`config.mk`:
```
export PLATFORM = sky130hd
export DESIGN_NAME = lfsr_sat_counter
export DESIGN_NICKNAME = d
export VERILOG_FILES = /design/src/rtl/lfsr_sat_counter.sv
export SDC_FILE = /design/constraint.sdc
export NUM_CORES = 1
export LEC_CHECK = 0
export ABC_AREA = 1
export CORE_MARGIN = 4
export CORE_UTILIZATION = 28
export CTS_BUF_LIST = sky130_fd_sc_hd__clkbuf_16
export CTS_CLUSTER_DIAMETER = 30
export CTS_CLUSTER_SIZE = 30
export DETAILED_ROUTE_END_ITERATION = 8
export GPL_TIMING_DRIVEN = 0
export SLEW_MARGIN = 20
export SYNTH_ARGS = -nofsm -noshare
export SYNTH_HDL_FRONTEND = slang
export SYNTH_SLANG_ARGS = --single-unit
```
`constraint.sdc`:
```
create_clock -name CLK_I -period 2.05 [get_ports CLK_I]
set_clock_uncertainty 0.2 [all_clocks]
set_input_delay 0.41 -clock CLK_I [delete_from_list [all_inputs] [get_ports CLK_I]]
set_output_delay 0.41 -clock CLK_I [all_outputs]
set_load 0.03 [all_outputs]
```
`src/rtl/lfsr_sat_counter.sv`:
```
// Saturating up-counter with synchronous clear; clear wins over increment.
module lfsr_sat_counter #(
    parameter int WIDTH = 16
) (
    input  logic             CLK_I,
    input  logic             RST_N_I,
    input  logic             inc,
    input  logic             clr,
    output logic [WIDTH-1:0] count
);

    always_ff @(posedge CLK_I or negedge RST_N_I) begin
        if (!RST_N_I)
            count <= '0;
        else if (clr)
            count <= '0;
        else if (inc && (count != '1))
            count <= count + 1'b1;
    end

endmodule

```
==> impl_metrics.prom, run 1 <==
# TYPE chip_impl_metric gauge
chip_impl_metric{name="grt_start_max_net_pins",unit=""} 17
chip_impl_metric{name="core_area",unit="um2"} 3468
chip_impl_metric{name="post_dp_hpwl",unit="mm"} 1.879
chip_impl_metric{name="finalNetCount",unit=""} 173
chip_impl_metric{name="gp_congestion",unit=""} 0.8096
chip_impl_metric{name="cts_htree_levels",unit=""} 1
chip_impl_info{name="top_registers",value="count x16"} 1
chip_impl_metric{name="max_ffs_per_register",unit=""} 16
chip_impl_metric{name="syn-mean-instance-area",unit="um2"} 7.203
chip_impl_metric{name="die-width",unit="um"} 68.87
chip_impl_metric{name="worst_slew_margin",unit="%"} 50.75
chip_impl_metric{name="port_buffers",unit=""} 19
chip_impl_metric{name="synth.distinct_cells",unit=""} 23
chip_impl_info{name="worstSetupPathType",value="register to output pin"} 1
chip_impl_metric{name="fin_setup_tns",unit="ns"} 0
chip_impl_metric{name="seq_cells_post_synth",unit=""} 16
chip_impl_metric{name="cts_buffers",unit=""} 3
chip_impl_metric{name="drt-vias-per-instance",unit=""} 4.742
chip_impl_metric{name="routed_wire_length_per_instance",unit="um"} 12.03
chip_impl_info{name="outcome",value="completed"} 1
chip_impl_info{name="critical_path.startpoint",value="count[10]"} 1
chip_impl_metric{name="place_worst_setup_slack",unit="ns"} 0.06664
chip_impl_metric{name="layout_min_cycle_time",unit="ns"} 2.002
chip_impl_info{name="layout_commonest_cell",value="sky130_fd_sc_hd__nand2_1"} 1
chip_impl_metric{name="totalWireLength",unit="mm"} 2.562
chip_impl_metric{name="antenna-diode-count",unit=""} 0
chip_impl_metric{name="timing_worst_slew_pin_value",unit="ns"} 0.7364
chip_impl_metric{name="rrSetupSlack",unit="ns"} 0.20
chip_impl_metric{name="synth.cell_area",unit="um2"} 1037
chip_impl_info{name="timing.critical_path.from_type",value="register"} 1
chip_impl_metric{name="timing.critical_path.fanout_max",unit=""} 6
chip_impl_metric{name="maxCapViolCount",unit=""} 0
chip_impl_metric{name="cts.hold.buffers_added",unit=""} 0
chip_impl_metric{name="postSynthNetCount",unit=""} 149
chip_impl_metric{name="timing_hold_violations_final",unit=""} 0
chip_impl_info{name="critPathSlowestCell",value="sky130_fd_sc_hd__clkdlybuf4s50_1"} 1
chip_impl_metric{name="finalWorstSetupSlack",unit="ns"} 0.04761
chip_impl_metric{name="drt_first_pass_iters",unit=""} 4
chip_impl_metric{name="reg2regPathDepth",unit=""} 9
chip_impl_metric{name="share_of_synthesized_area_occupied_by_flip_flops_and_latches",unit="%"} 38.60
chip_impl_info{name="hold_path_end",value="count[9]"} 1
chip_impl_metric{name="num_io_pins",unit=""} 20
chip_impl_metric{name="maximum_root_to_sink_buffer_count",unit=""} 2
chip_impl_metric{name="initial_antenna_violation_count",unit=""} 0
chip_impl_metric{name="layout-drive-gt1-share",unit="%"} 9.581
chip_impl_metric{name="clock_sinks",unit=""} 16
chip_impl_info{name="timing.hold.worst.class",value="register to register"} 1
chip_impl_metric{name="critical_path_buf_inv_count",unit=""} 1
chip_impl_metric{name="yosysWarningCount",unit=""} 0
chip_impl_metric{name="max_freq",unit="MHz"} 499.4
chip_impl_metric{name="cts.clk_slew.worst_paths",unit="ns"} 0.05
chip_impl_metric{name="gr-total-overflow",unit=""} 0
chip_impl_metric{name="std_cell_rows",unit=""} 21
chip_impl_metric{name="worstPathRequired",unit="ns"} 1.44
chip_impl_metric{name="post-route-drc-count",unit=""} 0
chip_impl_metric{name="dieArea",unit="um2"} 4742
chip_impl_metric{name="min_period_over_period",unit="%"} 97.68
chip_impl_metric{name="worstPathArrival",unit="ns"} 1.39
chip_impl_metric{name="grt_pass1_wl",unit="mm"} 4.374
chip_impl_metric{name="grt_usage",unit="%"} 12.49
chip_impl_info{name="grt_setup_unrepaired",value="no"} 1
chip_impl_info{name="crit-reg2reg-capture",value="count[8]"} 1
chip_impl_metric{name="final_core_utilization",unit="%"} 39.83
chip_impl_metric{name="timing.critical_path.slowest_cell_delay",unit="ns"} 0.71
chip_impl_metric{name="worstSkewPairLatency",unit="ns"} 0.25
chip_impl_info{name="mostFrequentLayoutCells",value="sky130_fd_sc_hd__nand2_1 (55), sky130_fd_sc_hd__dfrtp_1 (16), sky130_fd_sc_hd__clkdlybuf4s50_1 (14), sky130_fd_sc_hd__nor2_1 (13), sky130_fd_sc_hd__nand3_1 (12)"} 1
chip_impl_metric{name="final_max_slew_viol_count",unit=""} 0
chip_impl_metric{name="areaGrowthSynthToFinish",unit="%"} 33.17
chip_impl_metric{name="ant_nets",unit=""} 0
chip_impl_info{name="clock_tree.root_cell",value="sky130_fd_sc_hd__clkbuf_16"} 1
chip_impl_metric{name="detailroute.via_count",unit=""} 1010
chip_impl_metric{name="vias_in_the_first_global_route",unit=""} 931
chip_impl_metric{name="max-vdd-ir-drop",unit="mV"} 0.2007
chip_impl_info{name="crit_family",value="buffers and inverters"} 1
chip_impl_info{name="crit_chain",value="clkdlybuf4s50_1"} 1
chip_impl_metric{name="power-per-cell-area",unit="nW/um2"} 561.3
chip_impl_info{name="hold_path.startpoint",value="count[9]"} 1
chip_impl_metric{name="netlist_instances",unit=""} 144
chip_impl_metric{name="fillCellCount",unit=""} 374
chip_impl_info{name="top_register",value="count"} 1
chip_impl_info{name="crit-reg2reg-launch",value="count[1]"} 1
chip_impl_metric{name="leakage",unit="nW"} 0.7181
chip_impl_metric{name="whs_path_depth",unit=""} 2
chip_impl_info{name="critPathCaptureType",value="output pin"} 1
chip_impl_metric{name="drt-initial-drc-count",unit=""} 29
chip_impl_metric{name="setup_violations",unit=""} 0
chip_impl_info{name="cts_tree",value="built"} 1
chip_impl_metric{name="die_height",unit="um"} 68.87
chip_impl_metric{name="start_util",unit="%"} 29.91
## power breakdown
group	switching [mW]	leakage (nW)	internal (mW)	total [mW]
sequential	0.00412	0.222	0.320	0.324
combinational	0.0391	0.457	0.0231	0.0622
clock	0.130	0.0385	0.259	0.389
## cell usage after synthesis
master | n | area share (%)
sky130_fd_sc_hd__ha_1 | 1 | 1.2
sky130_fd_sc_hd__xnor2_1 | 2 | 1.7
sky130_fd_sc_hd__o21ai_0 | 4 | 1.9
sky130_fd_sc_hd__o21bai_1 | 2 | 1.4
sky130_fd_sc_hd__nand2_2 | 2 | 1.2
sky130_fd_sc_hd__nor2_1 | 14 | 5.1
sky130_fd_sc_hd__nor2_4 | 2 | 2.2
sky130_fd_sc_hd__or2_2 | 1 | 0.60
sky130_fd_sc_hd__nand3_1 | 12 | 5.8
sky130_fd_sc_hd__inv_4 | 1 | 0.60
sky130_fd_sc_hd__o21ai_4 | 1 | 1.6
sky130_fd_sc_hd__inv_1 | 11 | 4.0
sky130_fd_sc_hd__nand4_1 | 9 | 5.4
sky130_fd_sc_hd__a21oi_1 | 1 | 0.48
sky130_fd_sc_hd__inv_2 | 1 | 0.36
sky130_fd_sc_hd__nand2_1 | 55 | 20
sky130_fd_sc_hd__xor2_1 | 3 | 2.5
sky130_fd_sc_hd__buf_1 | 1 | 0.36
sky130_fd_sc_hd__nand2_4 | 2 | 2.2
sky130_fd_sc_hd__dfrtp_1 | 16 | 39
sky130_fd_sc_hd__buf_2 | 1 | 0.48
sky130_fd_sc_hd__nor3_1 | 1 | 0.48
sky130_fd_sc_hd__buf_12 | 1 | 1.9
## per-layer routing
metal	global-route usage, %	routed length, um
met1	16.70	1275
met2	19.40	1152
met3	2.269	94
met4	5.839	39
met5	0	0
## cell type report
cell class | count | area [um2] | share of cell area [%]
plain buffers | 3 | 31.28 | 2.265
clock buffers | 3 | 75.07 | 5.435
clock inverters | 1 | 3.754 | 0.2717
inverters | 13 | 51.30 | 3.714
multi-input cells | 112 | 559.3 | 40.49
flip-flops and latches | 16 | 400.4 | 28.99
well taps | 46 | 57.56 | 4.167
repair buffers | 19 | 202.7 | 14.67
## cells by family after synthesis
family                     synth area share (%)
AOI/OAI and AO/OA                         5.428
xor gates and xnor gates                  4.223
adders and majority gates                 1.206
buffers and inverters                     7.719
DFF                                       38.60
and+or+nand+nor                           42.82
## how the worst max path moves through the flow
stage | endpoint | depth (start not counted) | slack, ns
global route | count[10] | 1 | 0.006
global placement | count[8] | 6 | 0.07
finish | count[10] | 1 | 0.05
CTS | count[6] | 1 | 0.01
detailed placement | count[8] | 6 | 0.07
floorplan | count[7] | 10 | 0.15
## through the flow
step	cells	hold WS (ns)	cell area [um2]	total power, mW
after floorplan	144	-0.08559	1037	0.3625
after global placement	209	0.3270	1285	0.3905
after detailed placement	209	0.3440	1285	0.3910
after CTS	213	0.3604	1364	0.7840
after global routing	213	0.3915	1381	0.8044
final	213	0.3563	1381	0.7753
## what timing repair did
action,CTS,global route
buffers inserted,0,0
gates resized for setup,0,7
setup endpoints to repair,0,13
No activity file was read; power rests on OpenSTA's default activity.
==> run 2: changes to the inputs <==
- REMOVE_ABC_BUFFERS: unset -> 1
==> impl_metrics.prom, run 2 (same netlist as run 1, synthesis figures left out) <==
# TYPE chip_impl_metric gauge
chip_impl_info{name="outcome",value="completed"} 1
chip_impl_metric{name="drt-vias-per-instance",unit=""} 4.593
chip_impl_metric{name="detailroute.via_count",unit=""} 960
chip_impl_metric{name="power-per-cell-area",unit="nW/um2"} 558.8
chip_impl_info{name="crit_family",value="buffers and inverters"} 1
chip_impl_info{name="cts_tree",value="built"} 1
chip_impl_metric{name="worst_slew_margin",unit="%"} 51.58
chip_impl_metric{name="power.sequential.fraction",unit="%"} 42.9
chip_impl_metric{name="num_io_pins",unit=""} 20
chip_impl_metric{name="combinationalPowerShare",unit="%"} 7.5
chip_impl_info{name="top_register",value="count"} 1
chip_impl_info{name="worstSetupPathType",value="register to output pin"} 1
chip_impl_metric{name="drt_first_pass_iters",unit=""} 4
chip_impl_metric{name="clock_sinks",unit=""} 16
chip_impl_metric{name="min_period_over_period",unit="%"} 96.83
chip_impl_info{name="mostFrequentLayoutCells",value="sky130_fd_sc_hd__nand2_1 (55), sky130_fd_sc_hd__dfrtp_1 (16), sky130_fd_sc_hd__clkdlybuf4s50_1 (14), sky130_fd_sc_hd__nor2_1 (13), sky130_fd_sc_hd__nand3_1 (12)"} 1
chip_impl_metric{name="placedInstanceArea",unit="um2"} 1256
chip_impl_info{name="layout_commonest_cell",value="sky130_fd_sc_hd__nand2_1"} 1
chip_impl_metric{name="grt_start_max_net_pins",unit=""} 17
chip_impl_metric{name="p_int",unit="uW"} 594.3
chip_impl_info{name="critPathCaptureType",value="output pin"} 1
chip_impl_info{name="crit_chain",value="clkdlybuf4s50_1"} 1
chip_impl_metric{name="maximum_root_to_sink_buffer_count",unit=""} 2
chip_impl_metric{name="cts_htree_levels",unit=""} 1
chip_impl_metric{name="timing.critical_path.fanout_max",unit=""} 6
chip_impl_metric{name="ant_nets",unit=""} 0
chip_impl_metric{name="antenna-diode-count",unit=""} 0
chip_impl_metric{name="max_ffs_per_register",unit=""} 16
chip_impl_metric{name="layout_min_cycle_time",unit="ns"} 1.985
chip_impl_metric{name="die_height",unit="um"} 68.87
chip_impl_metric{name="die-width",unit="um"} 68.87
chip_impl_metric{name="finalPower",unit="uW"} 755.2
chip_impl_metric{name="timing_hold_violations_final",unit=""} 0
chip_impl_metric{name="gp_congestion",unit=""} 0.8366
chip_impl_metric{name="core_area",unit="um2"} 3468
chip_impl_info{name="critPathSlowestCell",value="sky130_fd_sc_hd__clkdlybuf4s50_1"} 1
chip_impl_metric{name="grt_pass1_wl",unit="mm"} 4.381
chip_impl_metric{name="grt_usage",unit="%"} 12.51
chip_impl_info{name="top_registers",value="count x16"} 1
chip_impl_metric{name="netSwitchingPower",unit="uW"} 160.8
chip_impl_metric{name="critical_path_buf_inv_count",unit=""} 1
chip_impl_metric{name="rrSetupSlack",unit="ns"} 0.24
chip_impl_metric{name="max-vdd-ir-drop",unit="mV"} 0.4760
chip_impl_metric{name="initial_antenna_violation_count",unit=""} 0
chip_impl_metric{name="vias_in_the_first_global_route",unit=""} 987
chip_impl_metric{name="worstPathArrival",unit="ns"} 1.38
chip_impl_metric{name="std_cell_rows",unit=""} 21
chip_impl_metric{name="gr-total-overflow",unit=""} 0
chip_impl_metric{name="worstPathRequired",unit="ns"} 1.44
chip_impl_metric{name="start_util",unit="%"} 29.91
chip_impl_metric{name="final_cells",unit=""} 209
chip_impl_metric{name="timing.critical_path.slowest_cell_delay",unit="ns"} 0.70
chip_impl_metric{name="dieArea",unit="um2"} 4742
chip_impl_metric{name="fillCellCount",unit=""} 387
chip_impl_info{name="grt_setup_unrepaired",value="no"} 1
chip_impl_metric{name="fin_setup_tns",unit="ns"} 0
chip_impl_metric{name="routed_wire_length_per_instance",unit="um"} 11.71
chip_impl_metric{name="totalWireLength",unit="mm"} 2.448
chip_impl_metric{name="port_buffers",unit=""} 19
chip_impl_metric{name="cts.clk_slew.worst_paths",unit="ns"} 0.05
chip_impl_metric{name="cts_post_setup_buffers_inserted",unit=""} 0
chip_impl_metric{name="finalNetCount",unit=""} 170
chip_impl_metric{name="worstSkewPairLatency",unit="ns"} 0.25
chip_impl_metric{name="cts_buffers",unit=""} 3
chip_impl_metric{name="hold_slack",unit="ns"} 0.3534
chip_impl_info{name="timing.critical_path.from_type",value="register"} 1
chip_impl_metric{name="drt-initial-drc-count",unit=""} 28
chip_impl_metric{name="post_dp_hpwl",unit="mm"} 1.761
chip_impl_metric{name="timing_worst_slew_pin_value",unit="ns"} 0.7240
chip_impl_metric{name="max_freq",unit="MHz"} 503.8
chip_impl_metric{name="final_max_slew_viol_count",unit=""} 0
chip_impl_metric{name="setup_violations",unit=""} 0
chip_impl_metric{name="final_area",unit="um2"} 1351
chip_impl_metric{name="maxCapViolCount",unit=""} 0
chip_impl_metric{name="power.switching_fraction",unit="%"} 21.30
chip_impl_info{name="timing.hold.worst.class",value="register to register"} 1
chip_impl_metric{name="dp_cells",unit=""} 206
chip_impl_metric{name="areaGrowthSynthToFinish",unit="%"} 30.28
chip_impl_metric{name="post-route-drc-count",unit=""} 0
chip_impl_info{name="clock_tree.root_cell",value="sky130_fd_sc_hd__clkbuf_16"} 1
chip_impl_metric{name="pwr-share-clk",unit="%"} 49.6
chip_impl_metric{name="layout-drive-gt1-share",unit="%"} 8.589
chip_impl_metric{name="leakage",unit="nW"} 0.7032
## run 2: path summary, 6_finish.rpt
check / from / end / cells past startpoint
min: count[9] / count[9] / 2
min reg2reg: count[9] / count[9] / 2
max: count[2] / count[2] / 1
min in group asynchronous: RST_N_I / count[0] / 1
max in group asynchronous: RST_N_I / count[11] / 1
max reg2reg: count[1] / count[8] / 9
## run 2: routing by layer
metal  global-route usage (%)  share of wire, %  vias up  routed length [um]
met2                    19.76                44       28                1071
met3                    3.890               6.6        4                 162
met1                    16.06                49      428                1189
met5                        0                 0        -                   0
li1                         -                 -      500                   -
met4                    4.380               1.0        0                  25
## run 2: cell type report
cell class              instances  area [um2]  area share (%)
clock buffers                   3       75.07           5.556
inverters                      13       51.30           3.796
multi-input cells             112       564.3           41.76
flip-flops and latches         16       400.4           29.63
well taps                      46       57.56           4.259
repair buffers                 19       202.7           15.00
## run 2: power by group through the flow
stage / Clock [mW] / Sequential, mW / Combinational (mW)
after global placement: 0 / 0.329 / 0.0549
after floorplan: 0 / 0.335 / 0.0213
after detailed placement: 0 / 0.329 / 0.0561
after global routing: 0.404 / 0.324 / 0.0647
after CTS: 0.390 / 0.324 / 0.0568
final: 0.374 / 0.324 / 0.0569
## run 2: timing repair
item / in CTS / in global routing
resized for setup: 1 / 6
gates cloned: 0 / 0
setup endpoints to repair: 13 / 15
hold buffers: 0 / 0
## run 2: metrics by stage
stage          util [%]  setup slack [ns]
2_1_floorplan         -           0.09202
4_1_cts           38.46          0.004173
5_1_grt           38.96           0.02250
3_3_place_gp      36.22           -0.1892
3_5_place_dp      36.22           -0.2432
6_report          38.96           0.06490
